==> src/rtl/ttt_pkg.sv <==
// ttt_pkg: shared TicTacToe encodings, the line-to-cell table, the referee FSM state type and
// small board helpers.
//   cell_t / CELL_*     : 2-bit cell encoding (11 is treated as empty)
//   winner_t / WIN_*    : round result encoding
//   LINE_CELLS          : cell indices of the eight winning lines, in scan order
//   ref_state_t / St*   : score_referee FSM state encoding
package ttt_pkg;

    typedef logic [1:0] cell_t;
    typedef logic [1:0] winner_t;
    typedef logic [2:0] ref_state_t;

    localparam cell_t CELL_EMPTY = 2'b00;
    localparam cell_t CELL_X     = 2'b01;
    localparam cell_t CELL_O     = 2'b10;

    localparam winner_t WIN_NONE = 2'b00;
    localparam winner_t WIN_X    = 2'b01;
    localparam winner_t WIN_O    = 2'b10;
    localparam winner_t WIN_DRAW = 2'b11;

    localparam int unsigned NUM_LINES = 8;
    localparam int unsigned NUM_CELLS = 9;

    // Rows, then columns, then the main and anti diagonals.
    localparam logic [3:0] LINE_CELLS [NUM_LINES][3] = '{
        '{4'd0, 4'd1, 4'd2},
        '{4'd3, 4'd4, 4'd5},
        '{4'd6, 4'd7, 4'd8},
        '{4'd0, 4'd3, 4'd6},
        '{4'd1, 4'd4, 4'd7},
        '{4'd2, 4'd5, 4'd8},
        '{4'd0, 4'd4, 4'd8},
        '{4'd2, 4'd4, 4'd6}
    };

    localparam ref_state_t StIdle  = 3'd0;
    localparam ref_state_t StScan  = 3'd1;
    localparam ref_state_t StAward = 3'd2;
    localparam ref_state_t StOver  = 3'd3;
    localparam ref_state_t StClear = 3'd4;

    function automatic cell_t cell_at(input logic [17:0] board, input logic [3:0] idx);
        return board[{idx, 1'b0} +: 2];
    endfunction

    // Only X and O count as occupied; the 11 pattern is an empty cell.
    function automatic logic cell_filled(input cell_t c);
        return (c == CELL_X) || (c == CELL_O);
    endfunction

    function automatic logic board_full(input logic [17:0] board);
        logic full;
        full = 1'b1;
        for (int i = 0; i < NUM_CELLS; i++) begin
            if (!cell_filled(cell_at(board, 4'(i)))) begin
                full = 1'b0;
            end
        end
        return full;
    endfunction

endpackage

==> src/rtl/score_referee_if.sv <==
// score_referee_if: board/handshake/score-pulse bundle between the referee and the game datapath.
//   master : the referee (consumes board and requests, drives status and increment pulses)
//   slave  : the datapath side (game FSM, board register, Score_counter instances)
// Optional: DRAW_COUNT_EN adds inc_draw for a third Score_counter.
interface score_referee_if;
    import ttt_pkg::*;

    logic [17:0] board;
    logic        move_valid;
    logic        next_round;
    logic        busy;
    logic        inc_x;
    logic        inc_o;
    logic        round_over;
    winner_t     winner;
    logic [2:0]  win_line;
    logic        clear_board;
`ifdef DRAW_COUNT_EN
    logic        inc_draw;
`endif

    modport master (
        input  board, move_valid, next_round,
`ifdef DRAW_COUNT_EN
        output inc_draw,
`endif
        output busy, inc_x, inc_o, round_over, winner, win_line, clear_board
    );

    modport slave (
        output board, move_valid, next_round,
`ifdef DRAW_COUNT_EN
        input  inc_draw,
`endif
        input  busy, inc_x, inc_o, round_over, winner, win_line, clear_board
    );

endinterface

==> src/rtl/line_checker.sv <==
// line_checker: combinational owner of one winning line.
//   board    : latched 3x3 board, cell i at [2i+1:2i]
//   line_idx : line to evaluate (0..7, order of LINE_CELLS)
//   owner    : CELL_X / CELL_O when all three cells hold that mark, else CELL_EMPTY
module line_checker
    import ttt_pkg::*;
(
    input  logic [17:0] board,
    input  logic [2:0]  line_idx,
    output cell_t       owner
);

    cell_t a;
    cell_t b;
    cell_t c;

    always_comb begin
        a     = cell_at(board, LINE_CELLS[line_idx][0]);
        b     = cell_at(board, LINE_CELLS[line_idx][1]);
        c     = cell_at(board, LINE_CELLS[line_idx][2]);
        owner = CELL_EMPTY;
        if (cell_filled(a) && (a == b) && (b == c)) begin
            owner = a;
        end
    end

endmodule

==> src/rtl/score_referee.sv <==
// score_referee: round referee. Latches the board on each committed move, scans the eight
// winning lines one per cycle, pulses the winner's score increment for PULSE_W cycles and then
// holds round_over until next_round, which clears the board and rearms the referee.
//   clk, reset_n : clock (rising edge), asynchronous active-low reset
//   bus          : score_referee_if.master (board, move_valid, next_round in; busy, inc_x,
//                  inc_o, round_over, winner, win_line, clear_board out)
// Optional: DRAW_COUNT_EN also pulses bus.inc_draw on a draw.
module score_referee
    import ttt_pkg::*;
#(
    parameter int unsigned PULSE_W = 4
) (
    input  logic            clk,
    input  logic            reset_n,
    score_referee_if.master bus
);

    ref_state_t  state_q, state_d;
    logic [17:0] board_q, board_d;
    logic [2:0]  line_idx_q, line_idx_d;
    logic [3:0]  pulse_cnt_q, pulse_cnt_d;
    winner_t     winner_q, winner_d;
    logic [2:0]  win_line_q, win_line_d;

    // Outputs are registered images of the next state so they carry no input-to-output path.
    logic busy_q;
    logic inc_x_q;
    logic inc_o_q;
    logic round_over_q;
    logic clear_board_q;
`ifdef DRAW_COUNT_EN
    logic inc_draw_q;
`endif

    cell_t owner;

    line_checker u_line_checker (
        .board    (board_q),
        .line_idx (line_idx_q),
        .owner    (owner)
    );

    always_comb begin
        state_d     = state_q;
        board_d     = board_q;
        line_idx_d  = line_idx_q;
        pulse_cnt_d = pulse_cnt_q;
        winner_d    = winner_q;
        win_line_d  = win_line_q;

        case (state_q)
            StIdle: begin
                if (bus.move_valid) begin
                    board_d    = bus.board;
                    line_idx_d = 3'd0;
                    state_d    = StScan;
                end
            end
            StScan: begin
                // Lines are scanned in ascending order, so the lowest winning line decides
                // an illegal board that has both X and O lines.
                if (owner != CELL_EMPTY) begin
                    winner_d    = (owner == CELL_X) ? WIN_X : WIN_O;
                    win_line_d  = line_idx_q;
                    pulse_cnt_d = 4'd0;
                    state_d     = StAward;
                end else if (line_idx_q == 3'd7) begin
                    if (board_full(board_q)) begin
                        winner_d    = WIN_DRAW;
                        win_line_d  = 3'd0;
                        pulse_cnt_d = 4'd0;
                        state_d     = StAward;
                    end else begin
                        state_d = StIdle;
                    end
                end else begin
                    line_idx_d = line_idx_q + 3'd1;
                end
            end
            StAward: begin
                if (pulse_cnt_q == 4'(PULSE_W - 1)) begin
                    state_d = StOver;
                end else begin
                    pulse_cnt_d = pulse_cnt_q + 4'd1;
                end
            end
            StOver: begin
                if (bus.next_round) begin
                    state_d = StClear;
                end
            end
            StClear: begin
                winner_d   = WIN_NONE;
                win_line_d = 3'd0;
                state_d    = StIdle;
            end
            default: begin
                state_d = StIdle;
            end
        endcase
    end

    always_ff @(posedge clk or negedge reset_n) begin
        if (!reset_n) begin
            state_q       <= StIdle;
            board_q       <= '0;
            line_idx_q    <= '0;
            pulse_cnt_q   <= '0;
            winner_q      <= WIN_NONE;
            win_line_q    <= '0;
            busy_q        <= 1'b0;
            inc_x_q       <= 1'b0;
            inc_o_q       <= 1'b0;
            round_over_q  <= 1'b0;
            clear_board_q <= 1'b0;
`ifdef DRAW_COUNT_EN
            inc_draw_q    <= 1'b0;
`endif
        end else begin
            state_q       <= state_d;
            board_q       <= board_d;
            line_idx_q    <= line_idx_d;
            pulse_cnt_q   <= pulse_cnt_d;
            winner_q      <= winner_d;
            win_line_q    <= win_line_d;
            busy_q        <= (state_d != StIdle);
            inc_x_q       <= (state_d == StAward) && (winner_d == WIN_X);
            inc_o_q       <= (state_d == StAward) && (winner_d == WIN_O);
            round_over_q  <= (state_d == StOver);
            clear_board_q <= (state_d == StClear);
`ifdef DRAW_COUNT_EN
            inc_draw_q    <= (state_d == StAward) && (winner_d == WIN_DRAW);
`endif
        end
    end

    assign bus.busy        = busy_q;
    assign bus.inc_x       = inc_x_q;
    assign bus.inc_o       = inc_o_q;
    assign bus.round_over  = round_over_q;
    assign bus.winner      = winner_q;
    assign bus.win_line    = win_line_q;
    assign bus.clear_board = clear_board_q;
`ifdef DRAW_COUNT_EN
    assign bus.inc_draw    = inc_draw_q;
`endif

endmodule

==> src/flat_wrapper.sv <==
// flat-port wrapper written by rule: the top's interface ports become plain ports
module score_referee_flat import ttt_pkg::*;
#(
    parameter int unsigned PULSE_W = 4
)
  (clk, reset_n, bus_board, bus_move_valid, bus_next_round, bus_busy, bus_inc_x, bus_inc_o, bus_round_over, bus_winner, bus_win_line, bus_clear_board);
  score_referee_if bus_i ();
  input  logic clk;
  input  logic reset_n;
  input wire logic [$bits(bus_i.board)-1:0] bus_board;
  input wire logic [$bits(bus_i.move_valid)-1:0] bus_move_valid;
  input wire logic [$bits(bus_i.next_round)-1:0] bus_next_round;
  output wire logic [$bits(bus_i.busy)-1:0] bus_busy;
  output wire logic [$bits(bus_i.inc_x)-1:0] bus_inc_x;
  output wire logic [$bits(bus_i.inc_o)-1:0] bus_inc_o;
  output wire logic [$bits(bus_i.round_over)-1:0] bus_round_over;
  output wire logic [$bits(bus_i.winner)-1:0] bus_winner;
  output wire logic [$bits(bus_i.win_line)-1:0] bus_win_line;
  output wire logic [$bits(bus_i.clear_board)-1:0] bus_clear_board;
  assign bus_i.board = bus_board;
  assign bus_i.move_valid = bus_move_valid;
  assign bus_i.next_round = bus_next_round;
  assign bus_busy = bus_i.busy;
  assign bus_inc_x = bus_i.inc_x;
  assign bus_inc_o = bus_i.inc_o;
  assign bus_round_over = bus_i.round_over;
  assign bus_winner = bus_i.winner;
  assign bus_win_line = bus_i.win_line;
  assign bus_clear_board = bus_i.clear_board;
  score_referee #(.PULSE_W(PULSE_W)) u_core (.clk(clk), .reset_n(reset_n), .bus(bus_i));
endmodule
==> config.mk <==
export PLATFORM = sky130hd
export DESIGN_NAME = score_referee_flat
export DESIGN_NICKNAME = d
export VERILOG_FILES = /design/src/rtl/ttt_pkg.sv /design/src/rtl/score_referee_if.sv /design/src/rtl/line_checker.sv /design/src/rtl/score_referee.sv /design/src/flat_wrapper.sv
export SDC_FILE = /design/constraint.sdc
export NUM_CORES = 1
export LEC_CHECK = 0
export BUFFER_PORTS_ARGS = -buffer_cell sky130_fd_sc_hd__buf_4
export CAP_MARGIN = 20
export CORE_UTILIZATION = 60
export DETAILED_ROUTE_END_ITERATION = 10
export GPL_ROUTABILITY_DRIVEN = 0
export GPL_TIMING_DRIVEN = 0
export PLACE_DENSITY = 0.86
export SKIP_CTS_REPAIR_TIMING = 1
export SLEW_MARGIN = 20
export SYNTH_ARGS = -nofsm -noshare
export SYNTH_HDL_FRONTEND = slang
export SYNTH_SLANG_ARGS = --single-unit
export TNS_END_PERCENT = 50
==> constraint.sdc <==
create_clock -name clk -period 8 [get_ports clk]
set_input_delay 1.2 -clock clk [delete_from_list [all_inputs] [get_ports clk]]
set_output_delay 1.2 -clock clk [all_outputs]
set_load 0.01 [all_outputs]
; Word level (Yosys, flattened, before mapping)
; Memory sizes are Yosys's and may differ from the RTL's.
; Index checks and enable logic that the tools add are counted.
[word_totals]
reg_bits = 38
romBits = 96
inputBits = 22
out_inout_bits = 10
elab_cells = 123
n_memories = 1
[classes]
add_sub_neg = 2
magnitude_cmp = 1
n_eq_ne = 40
shift = 3
n_mux = 40
n_bitwise = 1
reduce_logical = 24
[mem_list]
columns = name, words, width, read_ports, rd_clocked_by_memory_dff, write_ports, line
row1 = (name not given), 8, 12, 1, 0, 0, line_checker.sv:20  ; c = cell_at(board, LINE_CELLS[line_idx][2]);
[op_table]
columns = operator, n
row1 = 18-bit by 6-bit variable part select with 2-bit output, 3
row2 = 3-bit 2-to-1 mux, 11
row3 = 2-bit by 1-bit equality test with 1-bit output (second input constant), 12
row4 = 12-bit 2-to-1 mux, 2
row5 = 2-bit equality test (second input constant), 11
row6 = 4-bit 2-to-1 mux, 4
row7 = 3-bit by 2-bit equality test with 1-bit output (second input constant), 4
row8 = 1-bit 2-to-1 mux, 12
row9 = 2-bit 2-to-1 mux, 6
row10 = 3-bit one-hot mux with 2 select lines, 2
row11 = 3-bit one-hot mux with 4 select lines, 1
row12 = 1-bit logical OR, 10
row13 = 3-bit equality test (second input constant), 3
row14 = 2-bit inequality test (second input constant), 4
row15 = 4-bit one-hot mux with 2 select lines, 1
row16 = 4-bit AND reduction, 2
row17 = 2-bit nonzero test, 4
row18 = 3-bit by 1-bit inequality test with 1-bit output (second input constant), 2
row19 = 4-bit by 1-bit adder with 4-bit output (second input constant), 1
row20 = 2-bit equality test, 2
row21 = 4-bit by 2-bit equality test with 1-bit output (second input constant), 1
row22 = 4-bit greater-or-equal comparator (second input constant), 1
row23 = 1-bit logical AND, 4
row24 = 3-bit NOT with 4-bit output, 1
row25 = other kinds (7), 7

; Logic depth before layout (Yosys ltp)
; Gate-level depths: netlist (run 1).
[depth]
ltp_word = 20
mapped_depth = 12
ltp_nobuf = 10

; Hierarchy
; Synthesis (run 1) repeated with hierarchy kept, for this count alone.
[unflattened]
hier_cells = 213
hier_area_um2 = 2386.0
[by_module_without_submodules]
columns = mod, instances, cells_per_inst, area_per_inst_um2, seq_area_each_um2
row1 = score_referee, 1, 140, 1734.2, 950.9
row2 = line_checker, 1, 73, 651.9, 0.0

; Worst setup path before layout (run 1)
; OpenSTA, ideal clock, no wires.
[synth_timing]
path_type = register -> register
startpoint = register u_core.line_idx_q[0]
endpoint = register u_core.busy_q, in the netlist u_core.bus.busy
setup_ns = 0.131
t_arrival_ns = 3.333
required_time_ns = 7.869
path_slack_ns = 4.535
path_stages_with_launch = 11
n_path_buf = 1
period_less_slack_ns = 3.465
cell_sequence = dfrtp_1 > clkbuf_1 > inv_1 > ha_1 > mux2_2 > a32o_1 > or3_1 > or4b_4 > a31oi_4 > nand2_2 > or3_1
[synth_via]
elab_chain_len = 14
elab_cells_between_ends = 21
cone_classes = eq/ne: 5 / shift: 3 / mux: 6 / bitwise: 1 / reduce/logical: 5 / memory: 1
[synth_lines]
columns = element, line
row1 = start: declaration, score_referee.sv:20  ; logic [2:0] line_idx_q, line_idx_d;
row2 = start signal: assignment, score_referee.sv:122  ; line_idx_q <= line_idx_d;
row3 = 3-bit NOT with 4-bit output (not written as such), "line_checker.sv:18, line_checker.sv:19, line_checker.sv:20"
row4 = memory read 8 x 12 bit, -
row5 = 12-bit 2-to-1 mux (not written as such) (2 in series), line_checker.sv:20
row6 = 18-bit by 6-bit variable part select with 2-bit output, ttt_pkg.sv:44  ; return board[{idx, 1'b0} +: 2];
row7 = 2-bit by 1-bit equality test with 1-bit output or 2-bit equality test (tied branches), ttt_pkg.sv:49  ; return (c == CELL_X) || (c == CELL_O);
row8 = 1-bit logical OR, ttt_pkg.sv:49
row9 = 1-bit logical AND (2 in series), line_checker.sv:22  ; if (cell_filled(a) && (a == b) && (b == c)) begin
row10 = 2-bit 2-to-1 mux, line_checker.sv:22
row11 = 2-bit nonzero test, score_referee.sv:62  ; if (owner != CELL_EMPTY) begin
row12 = 3-bit 2-to-1 mux (*), score_referee.sv:62
row13 = 3-bit one-hot mux with 4 select lines (*), score_referee.sv:51  ; case (state_q)
row14 = via u_core.state_d[0], score_referee.sv:18  ; ref_state_t state_q, state_d;
row15 = 3-bit nonzero test (*), score_referee.sv:126  ; busy_q <= (state_d != StIdle);
row16 = end signal: assignment, score_referee.sv:126
row17 = end: declaration, score_referee.sv:26  ; logic busy_q;
; Mark *: on every way through the listed nets, which the timed path passes. The rest lies on a longest branch. The select of a mux whose other input is x is not followed.
; A chain may end at the register's enable or synchronous reset.

; Worst setup path after layout (run 1)
[layout_timing]
startpoint = register u_core.line_idx_q[0]
endpoint = register u_core.pulse_cnt_q[0]
[layout_via]
elab_chain_len = 13
elab_cells_between_ends = 22
cone_classes = eq/ne: 7 / shift: 3 / mux: 5 / bitwise: 1 / reduce/logical: 5 / memory: 1
[layout_lines]
columns = element, line
row1 = 3-bit NOT with 4-bit output (not written as such), "line_checker.sv:18, line_checker.sv:19, line_checker.sv:20"
row2 = memory read 8 x 12 bit, -
row3 = 12-bit 2-to-1 mux (not written as such) (2 in series), line_checker.sv:20
row4 = 18-bit by 6-bit variable part select with 2-bit output, ttt_pkg.sv:44
row5 = 2-bit by 1-bit equality test with 1-bit output or 2-bit equality test (tied branches), ttt_pkg.sv:49
row6 = 1-bit logical OR, ttt_pkg.sv:49
row7 = 1-bit logical AND (2 in series), line_checker.sv:22
row8 = 2-bit 2-to-1 mux, line_checker.sv:22
row9 = 2-bit nonzero test, score_referee.sv:62
row10 = 3-bit by 1-bit inequality test with 1-bit output (no source line) or 4-bit 2-to-1 mux (tied branches), -
row11 = 4-bit AND reduction (no source line) or 4-bit one-hot mux with 2 select lines (tied branches), -
row12 = end signal: assignment, score_referee.sv:123  ; pulse_cnt_q <= pulse_cnt_d;
row13 = end: declaration, score_referee.sv:21  ; logic [3:0] pulse_cnt_q, pulse_cnt_d;
; Several ways; a longest one is shown, not always the timed one. The select of a mux whose other input is x is not followed.

==> flow_summary_export.csv, run 1 <==
group,metric,value,unit
clock_network,clock_path_buffers,2,
logic_synthesis,synth_simple_gate_area_share,0.183,
timing,finalSetupViolCount,0,
finish,fin_util,0.734,
critical_path,r2r-start,"u_core.line_idx_q[0]$_DFFE_PN0P_",
finish,nFillCells,278,
floorplan,pin_count,32,
critical_path,cpMaxStageDelayCell,"nor4_1",
logic_synthesis,postSynth.asyncResetShare,1.00,
logic_synthesis,synth.area.top_cells,"dfrtp_1 38%, mux2_2 11%, mux2i_1 4.8%",
power,ir_drop,0.277,mV
timing,rsz0062_at_grt,"false",
logic_synthesis,synth_mux_area_frac,0.183,
finish,postLayoutCellArea,0.00294,mm2
critical_path,required,8.19,ns
finish,synthToLayoutAreaGrowth,17.5,%
drt,postRouteWirelength,6060,um
logic_synthesis,synth_top_area_share,0.381,
finish,diodes,0,
timing,timing.final.max_slew_violations,0,
critical_path,cp_cell_sequence,"clkbuf_1 > inv_1 > ha_1 > clkbuf_1 > nand2_1 > a21oi_1 > a311oi_1 > o32ai_1 > nor4_1 > o31a_1 > nand3_2 > mux2_2",
critical_path,cp-endpoint,"u_core.pulse_cnt_q[0]$_DFFE_PN0P_",
hold_path,min_path_type,"register to register",
logic_synthesis,ys.warnings.count,0,
critical_path,cp.arrival,4.35,ns
timing,layout_worst_path_cycle_share,0.520,
logic_synthesis,syn_nets,277,
grt,grt_pass1_wl,9720,um
finish,fin_cells,336,
floorplan,die-area,0.00443,mm2
timing,hold_viol,0,
grt,globalRouteOverflowTotal,0,
placement,io_buffer_count,31,
finish,fin_nets,315,
logic_synthesis,synth_top_family_by_area,"simple AND/OR/NAND/NOR gates",
timing,fin_ws,3.84,ns
drt,firstDrtPassIters,5,
logic_synthesis,syn_avg_cell_area,10.1,um2
power,p_per_area,460,mW/mm2
critical_path,start_kind,"register",
drt,drc_errors,0,
critical_path,timing.rr.end,"u_core.pulse_cnt_q[0]$_DFFE_PN0P_",
grt,grt_util_all_layers,0.304,
logic_synthesis,synth_cells,247,
timing,fin_skew,0.00294,ns
run_status,status,"completed",
clock_network,cts_tree,"built",
critical_path,path_buf_inv,3,
clock_network,htreeDepth,2,
critical_path,worstPathMaxFanout,10,
critical_path,crit_family,"compound AO/OA/AOI/OAI gates",
timing,fin_hold_ws,0.545,ns
logic_synthesis,yosys.cell_types.count,53,
placement,placed_area,0.00279,mm2
timing,tightest_slew,0.693,ns
drt,drt_iter0_drc,263,
logic_synthesis,synthFlopType,"dfrtp_1",
critical_path,slowest_delay,0.62,ns
finish,multi_input_area,0.00145,mm2
critical_path,path_depth,12,
floorplan,rows,23,
critical_path,crit_type,"register to register",
timing,fmax,240,MHz
grt,antenna_found_initial,0,
clock_network,clkSinkCount,38,
critical_path,reg2reg_depth,12,
logic_synthesis,synth_adder_area_share,0.0401,
grt,grt_max_degree,39,
power,total_power,1.35,mW
timing,setup-tns-final,0,ns
grt,grt_pass1_vias,2077,
critical_path,reg2reg_slack,3.84,ns
logic_synthesis,syn_area,0.00250,mm2
finish,drive_gt1_frac,0.280,
placement,dp.cells,328,
timing,relSlewSlack,0.532,
floorplan,core-area,0.00400,mm2
drt,routedWlPerCell,18.0,um
floorplan,die_h,66.5,um
floorplan,start_util,0.625,
timing,fin_crit,4.16,ns
power,leakage,1.29,nW
critical_path,crit_top_cell,"clkbuf_1",
placement,dp_worst_setup_slack,3.93,ns
logic_synthesis,synth_top_area_cell,"dfrtp_1",
clock_network,cts_root_buffer,"clkbuf_8",
finish,ff_latch_area,951,um2
logic_synthesis,synth_xor_area_frac,0.0351,
floorplan,dieWidth,66.5,um
logic_synthesis,synth_compound_area_frac,0.140,
logic_synthesis,synth_edf_count,0,
drt,ant_nets,0,
critical_path,crit_path_end_kind,"register",
clock_network,cts_inserted_buffers,5,
drt,via_per_inst,6.50,
job,max_cap_viol_count,0,
drt,num_vias,2183,
placement,dpl.hpwl,4290,um
critical_path,crit_start,"u_core.line_idx_q[0]$_DFFE_PN0P_",
logic_synthesis,synth-seq-cells,38,
clock_network,clk_latency,0.30,ns
logic_synthesis,yosysSeqAreaShare,0.381,
clock_network,clk_pin_slew_worst_paths,0.07,ns
## worst min-delay path, stage by stage, from the launching register on
cell and delay, ns:
dfrtp_1 0.38, inv_1 0.05, o21ai_0 0.07
## final cells by class
type / count / share of cell area
inverters: 9 / 0.0115
repair buffers: 31 / 0.0792
multi-input cells: 188 / 0.495
clock buffers: 6 / 0.0281
plain buffers: 12 / 0.0209
clock inverters: 2 / 0.0205
flip-flops and latches: 38 / 0.324
well taps: 50 / 0.0213
## sequential cells by signal, summed over array words and instances (netlist names)
| name | count |
|---|---|
| u_core.line_idx_q | 3 |
| u_core.bus.inc_o | 1 |
| u_core.bus.clear_board | 1 |
| u_core.board_q | 18 |
| u_core.state_q | 3 |
| u_core.pulse_cnt_q | 4 |
| u_core.bus.inc_x | 1 |
| u_core.bus.win_line | 3 |
| u_core.bus.winner | 2 |
| u_core.bus.busy | 1 |
| u_core.bus.round_over | 1 |
## cell usage in the layout, fill, tap and decap left out, types with 2 or more instances in the layout
master      n
nand3_1     2
nor3_1      3
o32ai_1     2
o22ai_1     2
o21ai_0     5
nand2_1    29
o32a_1      2
inv_1       9
clkbuf_8    6
nor4b_1     2
o31a_1      3
nor2b_1     2
or3_1       2
nand2b_1    8
buf_2       4
a22o_1      3
nor3b_1     4
nor2_1     10
mux2i_1    12
mux2_2     24
nor4_1      4
clkbuf_1    6
ha_1        8
buf_4      32
a211oi_1    3
bufinv_16   2
o41ai_1     3
a21oi_1    10
or3b_2      2
xor2_1      9
nand4_1     9
o31ai_1     3
dfrtp_1    38
mux4_2      2
## cells in the mapped netlist (all sizes together), types with 2 or more instances
master,number
mux2i,13
xor2,9
clkbuf,6
nor3b,4
or3b,2
nor2,10
o31ai,3
nand4,9
o22ai,2
a211oi,3
ha,8
nand3,3
o32ai,2
or3,2
nor4,4
nor4b,2
inv,9
buf,6
o31a,3
mux2,24
a22o,3
nand2,30
nor3,3
nand2b,8
a21oi,10
o32a,2
dfrtp,38
nor2b,2
a31oi,2
o21ai,5
o41ai,3
mux4,2
## power by group
part	switching, mW	internal, mW
logic	0.417	0.352
registers	0.111	0.269
clock network	0.0695	0.133
## layer usage
layer / up-vias / routed length [um] / GRT usage
met5: - / 0 / 0
met4: 0 / 183 / 0.133
met3: 31 / 478 / 0.0719
met2: 109 / 2910 / 0.503
met1: 1054 / 2490 / 0.379
li1: 989 / - / -
## how the worst min path moves through the flow
stage	end	start	depth (start not counted)	slack [ns]
global route	u_core.bus.win_line[0]$_DFFE_PN0P_	u_core.bus.win_line[0]$_DFFE_PN0P_	2	0.59
detailed placement	u_core.pulse_cnt_q[1]$_DFFE_PN0P_	u_core.pulse_cnt_q[1]$_DFFE_PN0P_	1	0.53
CTS	u_core.pulse_cnt_q[1]$_DFFE_PN0P_	u_core.pulse_cnt_q[1]$_DFFE_PN0P_	1	0.55
finish	u_core.bus.win_line[0]$_DFFE_PN0P_	u_core.bus.win_line[0]$_DFFE_PN0P_	2	0.55
floorplan	u_core.pulse_cnt_q[1]$_DFFE_PN0P_	u_core.pulse_cnt_q[1]$_DFFE_PN0P_	1	0.49
global placement	u_core.pulse_cnt_q[1]$_DFFE_PN0P_	u_core.pulse_cnt_q[1]$_DFFE_PN0P_	1	0.51
## cell families after synthesis
logic type,Yosys count
AND/OR/NAND/NOR,85
AO/OA/AOI/OAI,46
multiplexers,39
flip-flops,38
buffers and inverters,21
XOR/XNOR,10
adder cells (fa/ha/maj),8
No activity file was read; power rests on OpenSTA's default activity.
==> run 2: changes to the inputs <==
Settings changed: CORE_UTILIZATION 60 to 52, PLACE_DENSITY 0.86 to 0.8.
Clock period 8 ns to 3.4 ns, I/O delays scaled along.
==> flow_summary_export.csv, run 2 (synthesis gave the netlist of run 1 again) <==
group,metric,value,unit
critical_path,crit_top_cell,"buf_6",
floorplan,die_h,71.3,um
critical_path,worstPathMaxFanout,8,
grt,grt_pass1_vias,2042,
run_status,violations,"setup timing",
critical_path,r2r-start,"u_core.line_idx_q[1]$_DFFE_PN0P_",
timing,setup-tns-final,-0.00267,ns
placement,dpl.hpwl,4200,um
floorplan,dieWidth,71.3,um
critical_path,timing.rr.end,"u_core.pulse_cnt_q[0]$_DFFE_PN0P_",
timing,fin_crit,3.40,ns
critical_path,cpMaxStageDelayCell,"or4b_4",
finish,final_cell_mix,"47 x buf_4, 37 x dfrtp_1, 29 x nand2_1",
finish,diodes,0,
critical_path,crit_type,"register to register",
clock_network,cts_tree,"built",
floorplan,pin_count,32,
timing,rsz0062_at_grt,"true",
timing,fin_skew,0.00460,ns
floorplan,rows,24,
clock_network,cts_root_buffer,"clkbuf_8",
clock_network,clk_pin_slew_worst_paths,0.07,ns
timing,layout_worst_path_cycle_share,1.00,
placement,io_buffer_count,31,
hold_path,min_path_type,"input port to asynchronous set/reset pin",
drt,postRouteWirelength,6140,um
timing,fmax,294,MHz
finish,largest_register_ffs,18,
timing,timing.final.max_slew_violations,0,
finish,drive_gt1_frac,0.393,
timing,tightest_slew,0.634,ns
grt,grt_pass1_wl,9720,um
critical_path,reg2reg_slack,-0.003,ns
clock_network,clk_latency,0.28,ns
floorplan,start_util,0.558,
power,p_per_area,1080,mW/mm2
clock_network,clkSinkCount,38,
power,leakage,1.38,nW
drt,ant_nets,0,
placement,dp.cells,330,
timing,fin_ws,-0.00267,ns
critical_path,slowest_delay,0.51,ns
critical_path,crit_start,"u_core.line_idx_q[1]$_DFFE_PN0P_",
grt,antenna_found_initial,0,
finish,fin_nets,331,
power,ir_drop,0.605,mV
clock_network,cts_inserted_buffers,5,
floorplan,core-area,0.00447,mm2
drt,drc_errors,0,
finish,largestRegisters,"u_core.board_q: 18 flops, u_core.pulse_cnt_q: 4 flops",
run_status,status,"complete, but fails checks",
critical_path,start_kind,"register",
grt,grt_max_degree,39,
timing,hold_viol,0,
critical_path,crit_path_end_kind,"register",
grt,globalRouteOverflowTotal,0,
timing,relSlewSlack,0.577,
critical_path,cp_cell_sequence,"buf_6 > inv_8 > ha_4 > buf_6 > mux2i_2 > a2111o_1 > o211a_1 > or3_4 > or4b_4 > a31oi_4 > nand3_2 > mux2_4",
finish,fin_cells,352,
clock_network,htreeDepth,2,
grt,grt_util_all_layers,0.243,
drt,firstDrtPassIters,4,
finish,nFillCells,310,
finish,synthToLayoutAreaGrowth,27.5,%
finish,top_register,"u_core.board_q",
critical_path,required,3.57,ns
drt,drt_iter0_drc,211,
drt,routedWlPerCell,17.4,um
placement,dp_worst_setup_slack,-0.488,ns
critical_path,reg2reg_depth,12,
finish,final_common_cell,"buf_4",
critical_path,cp.arrival,3.57,ns
drt,num_vias,2159,
clock_network,clock_path_buffers,2,
floorplan,die-area,0.00509,mm2
timing,finalSetupViolCount,1,
job,max_cap_viol_count,0,
drt,via_per_inst,6.13,
run 2: cell types whose count changed in the layout (fill, tap and decap cells not counted), sizes merged:
cell and delta:
buf +17, bufinv -2, clkbuf -1, clkinvlp +1, inv -1
run 2: worst max-delay path by stage:
stage	endpoint	slack, ns	cells past startpoint
after floorplan	u_core.bus.busy$_DFF_PN0_	0.02	12
after global placement	u_core.bus.busy$_DFF_PN0_	-0.40	11
after detailed placement	u_core.pulse_cnt_q[0]$_DFFE_PN0P_	-0.49	10
after CTS	u_core.pulse_cnt_q[0]$_DFFE_PN0P_	-0.49	10
after global routing	u_core.pulse_cnt_q[0]$_DFFE_PN0P_	-0.10	12
final	u_core.pulse_cnt_q[0]$_DFFE_PN0P_	-0.003	12
run 2: critical path, delay by kind of cell, from the launching register on:
| kind | cells | cell delay (ns) |
|---|---|---|
| multiplexers | 2 | 0.44 |
| flip-flops | 1 | 0.39 |
| buffers and inverters | 3 | 0.34 |
| adder cells (fa/ha/maj) | 1 | 0.15 |
| AO/OA/AOI/OAI | 3 | 0.94 |
| AND/OR/NAND/NOR | 3 | 1.02 |
run 2: final cells by class:
type | instances | area, um2 | share of cell area
tap | 52 | 65.1 | 0.0204
sequential | 38 | 952 | 0.299
clock buffer | 6 | 82.6 | 0.0259
multi-input combinational | 188 | 1600 | 0.502
inverter | 9 | 45.0 | 0.0141
timing repair buffer | 47 | 357 | 0.112
buffer | 12 | 85.1 | 0.0267
run 2: routing by layer:
layer / vias to the layer above / wire length [um] / GRT usage
li1: 1026 / - / -
met1: 1035 / 2660 / 0.345
met2: 86 / 2990 / 0.368
met3: 12 / 376 / 0.0520
met4: 0 / 103 / 0.0867
met5: - / 0 / 0
run 2: report_power, final:
part,switching [mW],internal (mW),total (mW)
logic,1.13,1.12,2.25
clock network,0.149,0.156,0.305
registers,0.238,0.636,0.873
run 2: stage by stage:
stage               hold slack, ns  power (mW)  cell area, um2   util
floorplan                    0.214        2.19            2500      -
global placement             0.499        2.56            2800  0.625
detailed placement           0.506        2.61            2800  0.625
CTS                          0.205        2.92            2880  0.644
global route                 0.222        3.66            3190  0.712
finish                       0.177        3.43            3190  0.712
==> run 3: changes to the inputs <==
Settings changed: PLACE_DENSITY 0.8 to 0.78.
==> flow_summary_export.csv, run 3 (synthesis gave the netlist of run 1 again) <==
group,metric,value,unit
placement,dpl.hpwl,4340,um
grt,grt_pass1_vias,1984,
timing,fin_crit,3.41,ns
finish,final_cell_mix,"55 x buf_4, 37 x dfrtp_1, 29 x nand2_1",
drt,num_vias,2287,
finish,fin_util,0.735,
timing,layout_worst_path_cycle_share,1.00,
timing,setup-tns-final,-0.0111,ns
placement,io_buffer_count,31,
finish,largestRegisters,"u_core.board_q: 18 flops, u_core.pulse_cnt_q: 4 flops",
timing,fin_hold_ws,0.169,ns
grt,antenna_found_initial,0,
grt,grt_util_all_layers,0.251,
finish,fin_nets,341,
floorplan,dieWidth,71.3,um
grt,grt_max_degree,39,
timing,relSlewSlack,0.583,
clock_network,clock_path_buffers,2,
power,total_power,3.65,mW
finish,ff_latch_area,952,um2
critical_path,worstPathMaxFanout,6,
clock_network,htreeDepth,2,
finish,fin_cells,364,
power,ir_drop,0.525,mV
run_status,violations,"setup timing",
finish,drive_gt1_frac,0.410,
critical_path,reg2reg_depth,11,
timing,timing.final.max_slew_violations,0,
critical_path,r2r-start,"u_core.line_idx_q[0]$_DFFE_PN0P_",
clock_network,cts_tree,"built",
placement,placed_area,0.00280,mm2
floorplan,start_util,0.558,
finish,top_register,"u_core.board_q",
critical_path,reg2reg_slack,-0.006,ns
grt,grt_pass1_wl,9780,um
floorplan,pin_count,32,
finish,final_common_cell,"buf_4",
drt,via_per_inst,6.28,
clock_network,clkSinkCount,38,
finish,multi_input_area,0.00161,mm2
timing,tightest_slew,0.626,ns
clock_network,clk_pin_slew_worst_paths,0.08,ns
power,p_per_area,1110,mW/mm2
floorplan,rows,24,
critical_path,cp-endpoint,"u_core.pulse_cnt_q[0]$_DFFE_PN0P_",
drt,firstDrtPassIters,4,
timing,hold_viol,0,
floorplan,die_h,71.3,um
placement,dp_worst_setup_slack,-0.494,ns
hold_path,min_path_type,"input port to asynchronous set/reset pin",
finish,diodes,0,
critical_path,crit_path_end_kind,"register",
drt,drc_errors,0,
finish,nFillCells,317,
drt,postRouteWirelength,6710,um
job,max_cap_viol_count,0,
placement,dp.cells,330,
floorplan,core-area,0.00447,mm2
drt,routedWlPerCell,18.4,um
finish,synthToLayoutAreaGrowth,31.6,%
timing,finalSetupViolCount,2,
drt,drt_iter0_drc,352,
critical_path,crit_start,"u_core.line_idx_q[0]$_DFFE_PN0P_",
critical_path,cp.arrival,3.58,ns
clock_network,cts_root_buffer,"clkbuf_8",
critical_path,crit_type,"register to register",
critical_path,start_kind,"register",
timing,fin_skew,0.00689,ns
critical_path,required,3.58,ns
power,leakage,1.44,nW
critical_path,timing.rr.end,"u_core.pulse_cnt_q[0]$_DFFE_PN0P_",
drt,ant_nets,0,
run_status,status,"complete, but fails checks",
finish,largest_register_ffs,18,
finish,postLayoutCellArea,0.00329,mm2
timing,rsz0062_at_grt,"true",
clock_network,cts_inserted_buffers,5,
floorplan,die-area,0.00509,mm2
grt,globalRouteOverflowTotal,0,
clock_network,clk_latency,0.30,ns
timing,fmax,294,MHz
timing,fin_ws,-0.00577,ns
## run 3: changes by cell type in the layout (fill, tap and decap cells not counted), moves of 2 or more
cell	before	now
buf_4	47	55
buf_6	5	7
mux2_2	23	21
mux2_4	1	3
## run 3: per-layer routing
metal	GRT usage	vias up	routed length [um]
li1	-	1049	-
met1	0.356	1116	2660
met2	0.388	103	3370
met3	0.0366	19	535
met4	0.100	0	146
met5	0	-	0
## run 3: worst min path at each step
stage                                     endpoint  slack, ns  depth (start not counted)
floorplan            u_core.board_q[0]$_DFFE_PN0P_       0.21                          0
CTS                 u_core.board_q[13]$_DFFE_PN0P_       0.18                          1
global route        u_core.board_q[13]$_DFFE_PN0P_       0.21                          1
detailed placement  u_core.board_q[13]$_DFFE_PN0P_       0.50                          1
global placement    u_core.board_q[13]$_DFFE_PN0P_       0.50                          1
finish               u_core.board_q[8]$_DFFE_PN0P_       0.17                          1
## run 3: layout make-up
cell class                      count  share of cell area
Sequential cell                    38               0.290
Multi-Input combinational cell    188               0.490
Clock buffer                        7              0.0263
Buffer                             12              0.0251
Inverter                            9              0.0137
Timing Repair Buffer               57               0.134
Clock inverter                      1             0.00152
Tap cell                           52              0.0198
## run 3: worst max-delay path, stage by stage, from the launching register on
cell	delay [ns]
dfrtp_2	0.40
buf_6	0.13
clkinvlp_4	0.20
ha_4	0.24
mux2i_4	0.23
mux2i_1	0.14
a32o_1	0.30
or3_4	0.39
or4b_4	0.53
a31oi_4	0.30
nand3_2	0.14
mux2_4	0.28
## run 3: report_power, final
group	leakage, nW	switching (mW)	internal (mW)	total, mW
Clock	0.0482	0.158	0.164	0.321
Combinational	0.918	1.22	1.22	2.44
Sequential	0.473	0.248	0.635	0.883
